==> config.mk <==
export PLATFORM = sky130hd
export DESIGN_NAME = fifo_push_arbiter_flat
export DESIGN_NICKNAME = d
export VERILOG_FILES = /design/src/rtl/fifo_push_arbiter_if.sv /design/src/rtl/fifo_push_arbiter.sv /design/src/flat_wrapper.sv
export SDC_FILE = /design/constraint.sdc
export NUM_CORES = 1
export LEC_CHECK = 0
export BUFFER_PORTS_ARGS = -buffer_cell sky130_fd_sc_hd__buf_4
export CAP_MARGIN = 20
export CORE_MARGIN = 2
export CORE_UTILIZATION = 31
export CTS_CLUSTER_SIZE = 14
export DETAILED_ROUTE_END_ITERATION = 6
export GPL_TIMING_DRIVEN = 0
export PLACE_DENSITY = 0.88
export SYNTH_ARGS = -nofsm -noshare
export SYNTH_HDL_FRONTEND = slang
export SYNTH_SLANG_ARGS = --single-unit
==> constraint.sdc <==
create_clock -name clk -period 1.7 [get_ports clk]
set_clock_uncertainty 0.2 [all_clocks]
set_input_delay 0.17 -clock clk [delete_from_list [all_inputs] [get_ports clk]]
set_output_delay 0.17 -clock clk [all_outputs]
set_load 0.02 [all_outputs]
==> src/rtl/fifo_push_arbiter_if.sv <==
// Handshake bundle between NUM_REQ producers, the push arbiter and the
// downstream FIFO write port.
//   master : producers + FIFO side (drives request beats and the full flag)
//   slave  : the arbiter (drives ready, push strobe, write data and grant)
interface fifo_push_arbiter_if #(
   parameter int NUM_REQ = 4,
   parameter int WIDTH   = 32
);
   logic [NUM_REQ-1:0]         req_valid;
   logic [NUM_REQ*WIDTH-1:0]   req_data;
   logic [NUM_REQ-1:0]         req_last;
   logic [NUM_REQ-1:0]         req_ready;
   logic                       push;
   logic [WIDTH-1:0]           wr_data;
   logic                       full;
   logic                       gnt_valid;
   logic [$clog2(NUM_REQ)-1:0] gnt_id;

   modport master (
      output req_valid, req_data, req_last, full,
      input  req_ready, push, wr_data, gnt_valid, gnt_id
   );

   modport slave (
      input  req_valid, req_data, req_last, full,
      output req_ready, push, wr_data, gnt_valid, gnt_id
   );
endinterface

==> src/rtl/fifo_push_arbiter.sv <==
// Round-robin arbiter that lets one producer at a time push a packet (or a
// burst of at most BURST_MAX beats) into a shared FIFO.
// Optional build macro FIFO_ARB_PRIO0_EN: producer 0 wins every arbitration
// it takes part in; the others share round-robin and the pointer is left
// untouched when producer 0 releases.
//
// state   | meaning
// --------+--------------------------------------------------------------
// ST_IDLE | no grant held; pick a requester this cycle, grant next cycle
// ST_BUSY | grant held for gnt_id; its beats pass straight to the FIFO
module fifo_push_arbiter #(
   parameter int NUM_REQ   = 4,
   parameter int WIDTH     = 32,
   parameter int BURST_MAX = 4
) (
   input logic               clk,
   input logic               rst_n,
   fifo_push_arbiter_if.slave bus
);

   localparam int ID_W  = $clog2(NUM_REQ);
   localparam int CNT_W = $clog2(BURST_MAX) + 1;

   typedef enum logic {
      ST_IDLE,
      ST_BUSY
   } state_t;

   state_t           state_q;
   logic [ID_W-1:0]  gnt_id_q;
   logic [ID_W-1:0]  rr_ptr_q;
   logic [CNT_W-1:0] beat_cnt_q;

   logic [ID_W-1:0]  sel_id_d;
   logic             sel_found_d;
   logic [ID_W-1:0]  sel_idx;
   logic             burst_end_d;

   // Pick the next requester: first valid bit after rr_ptr, wrapping mod NUM_REQ.
   always_comb begin
      sel_found_d = 1'b0;
      sel_id_d    = '0;
      sel_idx     = '0;
      for (int off = 1; off <= NUM_REQ; off++) begin
         sel_idx = ID_W'((int'(rr_ptr_q) + off) % NUM_REQ);
         if (!sel_found_d && bus.req_valid[sel_idx]) begin
            sel_found_d = 1'b1;
            sel_id_d    = sel_idx;
         end
      end
`ifdef FIFO_ARB_PRIO0_EN
      // Producer 0 overrides the rotation; when it is idle the search above
      // already skips it, so the others keep plain round-robin among themselves.
      if (bus.req_valid[0]) begin
         sel_found_d = 1'b1;
         sel_id_d    = '0;
      end
`endif
   end

   // FIFO-side datapath: only the granted producer sees ready, and only while
   // the FIFO has room, so push can never fire into a full FIFO.
   always_comb begin
      bus.req_ready = '0;
      bus.wr_data   = '0;
      for (int i = 0; i < NUM_REQ; i++) begin
         if (state_q == ST_BUSY && gnt_id_q == ID_W'(i)) begin
            bus.req_ready[i] = ~bus.full;
            bus.wr_data      = bus.req_data[i*WIDTH +: WIDTH];
         end
      end
      bus.push      = |(bus.req_valid & bus.req_ready);
      bus.gnt_valid = (state_q == ST_BUSY);
      bus.gnt_id    = gnt_id_q;
      burst_end_d   = bus.req_last[gnt_id_q] ||
                      (beat_cnt_q == CNT_W'(BURST_MAX - 1));
   end

   // Grant FSM: holds the grant across stalls and producer gaps, drops it on
   // the last beat of a packet or when the burst budget is used up.
   always_ff @(posedge clk or negedge rst_n) begin
      if (!rst_n) begin
         state_q    <= ST_IDLE;
         gnt_id_q   <= '0;
         rr_ptr_q   <= ID_W'(NUM_REQ - 1);
         beat_cnt_q <= '0;
      end else begin
         case (state_q)
            ST_IDLE: begin
               if (sel_found_d) begin
                  gnt_id_q   <= sel_id_d;
                  beat_cnt_q <= '0;
                  state_q    <= ST_BUSY;
               end
            end
            ST_BUSY: begin
               if (bus.push) begin
                  beat_cnt_q <= beat_cnt_q + 1'b1;
                  if (burst_end_d) begin
                     state_q <= ST_IDLE;
`ifdef FIFO_ARB_PRIO0_EN
                     if (gnt_id_q != '0) begin
                        rr_ptr_q <= gnt_id_q;
                     end
`else
                     rr_ptr_q <= gnt_id_q;
`endif
                  end
               end
            end
            default: state_q <= ST_IDLE;
         endcase
      end
   end

endmodule

==> src/flat_wrapper.sv <==
// flat-port wrapper written by rule: the top's interface ports become plain ports
module fifo_push_arbiter_flat 
#(
   parameter int NUM_REQ   = 4,
   parameter int WIDTH     = 32,
   parameter int BURST_MAX = 4
)
  (clk, rst_n, bus_req_valid, bus_req_data, bus_req_last, bus_full, bus_req_ready, bus_push, bus_wr_data, bus_gnt_valid, bus_gnt_id);
  fifo_push_arbiter_if #(.NUM_REQ(NUM_REQ), .WIDTH(WIDTH)) bus_i ();
  input logic clk;
  input logic rst_n;
  input wire logic [$bits(bus_i.req_valid)-1:0] bus_req_valid;
  input wire logic [$bits(bus_i.req_data)-1:0] bus_req_data;
  input wire logic [$bits(bus_i.req_last)-1:0] bus_req_last;
  input wire logic [$bits(bus_i.full)-1:0] bus_full;
  output wire logic [$bits(bus_i.req_ready)-1:0] bus_req_ready;
  output wire logic [$bits(bus_i.push)-1:0] bus_push;
  output wire logic [$bits(bus_i.wr_data)-1:0] bus_wr_data;
  output wire logic [$bits(bus_i.gnt_valid)-1:0] bus_gnt_valid;
  output wire logic [$bits(bus_i.gnt_id)-1:0] bus_gnt_id;
  assign bus_i.req_valid = bus_req_valid;
  assign bus_i.req_data = bus_req_data;
  assign bus_i.req_last = bus_req_last;
  assign bus_i.full = bus_full;
  assign bus_req_ready = bus_i.req_ready;
  assign bus_push = bus_i.push;
  assign bus_wr_data = bus_i.wr_data;
  assign bus_gnt_valid = bus_i.gnt_valid;
  assign bus_gnt_id = bus_i.gnt_id;
  fifo_push_arbiter #(.NUM_REQ(NUM_REQ), .WIDTH(WIDTH), .BURST_MAX(BURST_MAX)) u_core (.clk(clk), .rst_n(rst_n), .bus(bus_i));
endmodule
==> out/results.txt, run 1 <==
Initial antenna violation count: 0
Top cell type's share of synthesized area: 0.4568
Full die area: 5676 sq um
Synth warnings: 0
Total CTS buffers: 3
VDD IR-drop max: 1.178 mV
CP Launch Type: flop
Number of nets in the layout: 476
Highest fanout seen on the critical path: 8
Row Count: 25
Largest net degree at the start of global routing: 11
Detailed placer's ending HPWL: 6077 um
First-pass detailed-route iteration total: 4
Most Frequent Cell on Critical Path: buf_12
Number of flops mapped to enable cells by yosys: 0
Number of remaining DRC errors: 0
Post-synthesis sequential element count: 8
Result of the run: finished, violations left
Per-cell via count in the routed design: 5.175
Comb pwr share: 0.898
Cell type with the highest aggregate area in the netlist: mux4_2
Most area-consuming cells after synthesis: mux4_2 46%, and2_1 13%, dfrtp_1 9.5%, mux2i_1 3.8%, dfstp_2 3.3%
Root Buffer: clkbuf_8
Highest clock rate: 472.3 MHz
Filler instances: 371
Average wire per cell in the routed design: 19.51 um
Unrepaired setup endpoints after global routing: true
Area of the multi-input gates: 1416 sq um
Core utilization of the finished layout: 0.7382
Number of primary I/O pins: 179
Initial Util: 0.3275
Slew Viols, Final: 0
Global-route usage over all layers: 0.2626
Number of instances in the synthesized netlist: 137
Crit. End Element: primary output
Placeable core region: 4817 sq um
First-pass GRT wire length: 11160 um
Clock tree from TritonCTS: yes
Failing checks: negative setup slack
Worst setup path category: flop to primary output
Worst hold slack across all endpoints: 86.89 ps
Final weighted congestion in routability-driven placement: 0.8296
Growth of design area from synthesis to finish: 125.4%
Clock share of power: 0.038
Number of distinct library cell variants in the gate-level netlist after synthesis: 31
Post-Synthesis Mean Instance Area: 11.52 sq um
Sequential-to-total area share from yosys stat: 0.1285
Largest buffer count on any clock path: 2
Final worst path period need: 2117 ps
Worst path required time: 1330 ps
CTS sink cnt: 8
Total setup violations reported at the end of the flow: 42
Switching Power: 2.645 mW
Crit-path slowest cell: mux4_2
Power per standard cell area: 1855 nW/um^2
Y dimension of the die: 75.34 um
Post-synth design cell area: 1578 sq um
Clk slew on worst S/H paths: 40 ps
Sequential cell area: 206.4 sq um
Die Width: 75.34 um
Register share of total power: 0.065
Vias post-DR: 2075
Most instantiated flip-flop cell in the synthesis netlist: dfrtp_1
Switching fraction of total power: 0.4010
Leakage power of the design: 1.711 nW
IO buf count: 178
CTS H-Tree Depth: 1
Internal power summed over all cells: 3.951 mW
Vias in the first global route: 2212
Hold Crit Class: input port to asynchronous set/reset pin
Final Cycle Share: 1.245
Maximum capacitance violations: 0
Crit path cell chain: buf_12 > buf_12 > mux4_2 > and2_4 > buf_6
Slew at the pin closest to its max-slew limit: 634.2 ps
Critical path's largest stage delay: 520 ps
Worst slack at placement: -326.7 ps
Worst slew margin relative to its limit: 0.5733
Number of design-rule violations left by the first detailed-router iteration: 51
Diode insertion count for antenna repair: 0
Synthesized Nets: 278
Async set-or-reset flop fraction in the synthesized netlist: 1.000
GRT Residual Overflow: 0
Share of cells above drive strength 1: 0.8713
Count of nets left with antenna violations after detail routing: 0
Detailed Route WL: 7825 um
Source-to-sink clock delay at the later pin of the worst-skew pair: 240 ps
Hold Fails Final Rpt: 0
WP data arrival: 1750 ps
Post-route setup slack: -417.2 ps
==> synthesized netlist by cell type (3+ instances only) <==
cell      instances
nor2_1            9
o21ai_0           4
and2_1           32
nand2b_1          3
dfrtp_1           6
mux4_2           32
a21oi_1           3
nand2_1           4
mux2i_1           6
clkbuf_1          5
buf_2             5
inv_1             3
==> power groups by stage <==
stage	registers, mW	clock network, mW	logic, mW
floorplan	0.382	0	3.41
global placement	0.347	0	4.88
detailed placement	0.357	0	4.99
CTS	0.409	0.258	5.74
global route	0.443	0.260	6.24
finish	0.426	0.249	5.92
==> through the flow <==
step	instance area [sq um]	cells	TNS, ps	power (mW)
2_1_floorplan	1709	137	-4750	3.792
3_3_place_gp	3129	382	-8611	5.227
3_5_place_dp	3129	382	-9017	5.342
4_1_cts	3462	398	-15440	6.410
5_1_grt	3556	401	-15770	6.946
6_report	3556	401	-13710	6.597
==> cells in the final DEF, fill, tap and decap left out, drive strengths merged, types with 2 or more instances in the layout <==
master	Yosys	final
o21ai	4	4
a21oi	3	3
nor2	9	9
nand2	4	4
nand3b	2	2
mux2i	6	6
mux2	3	3
dfrtp	6	6
and2	32	32
dfstp	2	2
mux4	32	32
ha	2	2
buf	10	203
clkbuf	5	8
inv	3	3
nand2b	3	3
==> area by class of cell <==
type | count | share of cell area
multi-input combinational | 111 | 0.3983
inverter | 3 | 0.003167
timing repair buffer | 196 | 0.4662
sequential | 8 | 0.05806
tap | 67 | 0.02357
buffer | 12 | 0.03800
clock buffer | 4 | 0.01267
==> worst paths after layout <==
path / start / to / slack, ps / cells after the start
hold reg to reg: u_core.beat_cnt_q[0] / u_core.beat_cnt_q[0] / 300 / 1
hold / removal: rst_n / u_core.beat_cnt_q[1] / 90 / 2
setup / recovery: u_core.bus.gnt_id[0] / bus_wr_data[12] / -420 / 5
max in group asynchronous: rst_n / u_core.rr_ptr_q[0] / 1000 / 2
setup reg to reg: u_core.bus.gnt_id[1] / u_core.rr_ptr_q[0] / -280 / 5
min in group clk: bus_req_valid[1] / u_core.bus.gnt_id[1] / 110 / 3
==> kinds of logic (layout without fill, tap and decap cells) <==
family,Yosys count,after routing,share of synthesized area
flip-flops,8,8,0.1285
adder cells (fa/ha/maj),2,2,0.01586
multiplexers,41,41,0.5210
XOR/XNOR,1,1,0.005552
buffers and inverters,18,215,0.05868
AO/OA/AOI/OAI,14,14,0.07693
AND/OR/NAND/NOR,53,53,0.1935
==> repair_timing <==
action / 4_1_cts / 5_1_grt
setup buffers: 12 / 3
pin swaps: 5 / 2
resized for setup: 50 / 13
hold buffers: 1 / 0
endpoints found under the setup margin: 40 / 43
hold endpoints to repair: 8 / 0
cloned: 1 / 1
==> worst max-delay path, delay by kind of cell (launching register included) <==
kind | cells | cell delay, ps
simple gates | 1 | 180
mux | 1 | 520
buf+inv | 3 | 400
flops | 1 | 400
==> metal layers <==
layer  part of all wire  GRT usage  vias up
li1                   -          -      927
met1               0.33     0.2797      990
met2               0.55     0.4870      126
met3              0.078    0.05688       32
met4              0.043     0.1287        0
met5                  0          0        -
==> sequential cells by signal, summed over array words and instances, names as in the netlist <==
name	cells
u_core.rr_ptr_q	2
u_core.bus.gnt_valid	1
u_core.beat_cnt_q	3
u_core.bus.gnt_id	2
Note: power is estimated with default switching activity, not from simulation.
==> run 2, diff against run 1 <==
--- a/config.mk
+++ b/config.mk
@@ -13,6 +13,8 @@
 export DETAILED_ROUTE_END_ITERATION = 6
 export GPL_TIMING_DRIVEN = 0
 export PLACE_DENSITY = 0.88
+export SETUP_SLACK_MARGIN = 0.15
+export SKIP_LAST_GASP = 1
 export SYNTH_ARGS = -nofsm -noshare
 export SYNTH_HDL_FRONTEND = slang
 export SYNTH_SLANG_ARGS = --single-unit
==> out/results.txt, run 2 (synthesis gave the netlist of run 1 again) <==
Result of the run: finished, violations left
Failing checks: negative setup slack
Total setup violations reported at the end of the flow: 43
Largest Register: u_core.beat_cnt_q
Number of primary I/O pins: 179
Average wire per cell in the routed design: 20.10 um
CP Launch Type: flop
Leakage power of the design: 1.742 nW
IO buf count: 178
Uppermost metal layer occupied by signal nets: met4
Final setup TNS: -16010 ps
Worst reg-to-reg path cell count: 6
Comb pwr share: 0.904
Placeable core region: 4817 sq um
GRT Residual Overflow: 0
Unrepaired setup endpoints after global routing: true
Hold Crit Class: input port to asynchronous set/reset pin
Highest clock rate: 466.0 MHz
Source-to-sink clock delay at the later pin of the worst-skew pair: 240 ps
Switching Power: 2.731 mW
Vias post-DR: 2054
Hold Fails Final Rpt: 0
Total CTS buffers: 3
Worst slew margin relative to its limit: 0.5775
Detailed placer's ending HPWL: 6163 um
Per-cell via count in the routed design: 5.135
Number of remaining DRC errors: 0
WP data arrival: 1780 ps
Clock share of power: 0.037
CTS sink cnt: 8
Initial antenna violation count: 0
Root Buffer: clkbuf_8
Highest fanout seen on the critical path: 5
Diode insertion count for antenna repair: 0
Worst path required time: 1330 ps
Global-route usage over all layers: 0.2512
Clock tree from TritonCTS: yes
Crit-path slowest cell: mux4_2
Number of design-rule violations left by the first detailed-router iteration: 58
Critical path's largest stage delay: 500 ps
Maximum capacitance violations: 0
Commonest cells after routing, fill and taps aside: 152 x buf_4, 40 x buf_6, 32 x mux4_2, 32 x and2_4
Layout Cell Area excl Fill: 3635 sq um
Met2 wirelength from detailed routing: 4436 um
Number of flip-flops under the largest register name: 3
Worst slack at placement: -316.0 ps
Number of cells in the finished layout apart from fillers: 400
Detailed Route WL: 8041 um
Area post-placement: 3131 sq um
Most Frequent Cell on Critical Path: buf_6
Power per standard cell area: 1880 nW/um^2
Switching fraction of total power: 0.3996
Slew at the pin closest to its max-slew limit: 628.0 ps
Reg2reg setup slack: -340 ps
First-pass GRT wire length: 10590 um
Growth of design area from synthesis to finish: 130.4%
RR Endpoint: u_core.rr_ptr_q[0]
Count of nets left with antenna violations after detail routing: 0
Vias in the first global route: 2099
Die Width: 75.34 um
Clk slew on worst S/H paths: 50 ps
Detailed-routed wire length on met3: 708 um
Final worst path period need: 2146 ps
Slew Viols, Final: 0
Crit path cell chain: buf_6 > buf_12 > clkbuf_16 > mux4_2 > and2_4 > buf_6
Row Count: 25
Final weighted congestion in routability-driven placement: 0.8018
Largest buffer count on any clock path: 2
Post-route met1 wirelength: 2651 um
Initial Util: 0.3275
RR Startpoint: u_core.bus.gnt_id[0]
First-pass detailed-route iteration total: 4
Largest net degree at the start of global routing: 11
Register share of total power: 0.059
Internal power summed over all cells: 4.102 mW
Y dimension of the die: 75.34 um
Leading cell type in the layout, fill and taps excluded: buf_4
Post-route setup slack: -445.8 ps
Worst hold slack across all endpoints: 94.07 ps
VDD IR-drop max: 1.172 mV
Share of cells above drive strength 1: 0.8889
Post-Place Cells: 382
Full die area: 5676 sq um
Core utilization of the finished layout: 0.7545
Worst setup path category: flop to primary output
Crit. End Element: primary output
Final Cycle Share: 1.262
Number of nets in the layout: 475
Power, Total: 6.833 mW
CTS H-Tree Depth: 1
==> run 2: area by class of cell <==
cell class                      instances  area, sq um
Buffer                                 14        157.7
Clock buffer                            4        45.04
Fill cell                             362         1182
Inverter                                3        13.76
Multi-Input combinational cell        111         1455
Sequential cell                         8        206.4
Tap cell                               67        83.83
Timing Repair Buffer                  193         1673
==> run 2: critical path: cells and delay by family (launching register included) <==
kind | cells | cell delay, ps
flip-flops | 1 | 360
buffers and inverters | 4 | 510
multiplexers | 1 | 500
AND/OR/NAND/NOR | 1 | 170
==> run 2: metal layers <==
metal,GRT usage,up-vias
met4,0.08187,0
met5,0,-
met3,0.04365,23
met1,0.2655,993
met2,0.4966,112
li1,-,926
==> run 2: how the worst max path moves through the flow <==
stage                                    start                 end  slack, ps
after floorplan           u_core.bus.gnt_id[1]  u_core.rr_ptr_q[0]       -240
after global placement    u_core.bus.gnt_id[0]     bus_wr_data[10]       -310
after detailed placement  u_core.bus.gnt_id[0]      bus_wr_data[7]       -320
after CTS                 u_core.bus.gnt_id[0]     bus_wr_data[20]       -480
after global routing      u_core.bus.gnt_id[0]      bus_wr_data[2]       -490
final                     u_core.bus.gnt_id[0]     bus_wr_data[25]       -450
==> run 2: power groups by stage <==
stage | registers, mW | logic [mW] | clock network (mW)
after floorplan | 0.382 | 3.41 | 0
after global placement | 0.347 | 4.88 | 0
after detailed placement | 0.354 | 4.99 | 0
after CTS | 0.380 | 5.66 | 0.248
after global routing | 0.421 | 6.47 | 0.265
final | 0.405 | 6.18 | 0.250
==> run 2: what timing repair did <==
action,4_1_cts,5_1_grt
hold buffers,1,0
cloned,1,2
endpoints found under the hold margin,8,0
pin swaps,3,5
buffers inserted,8,3
gates resized for setup,42,36
endpoints found under the setup margin,45,45
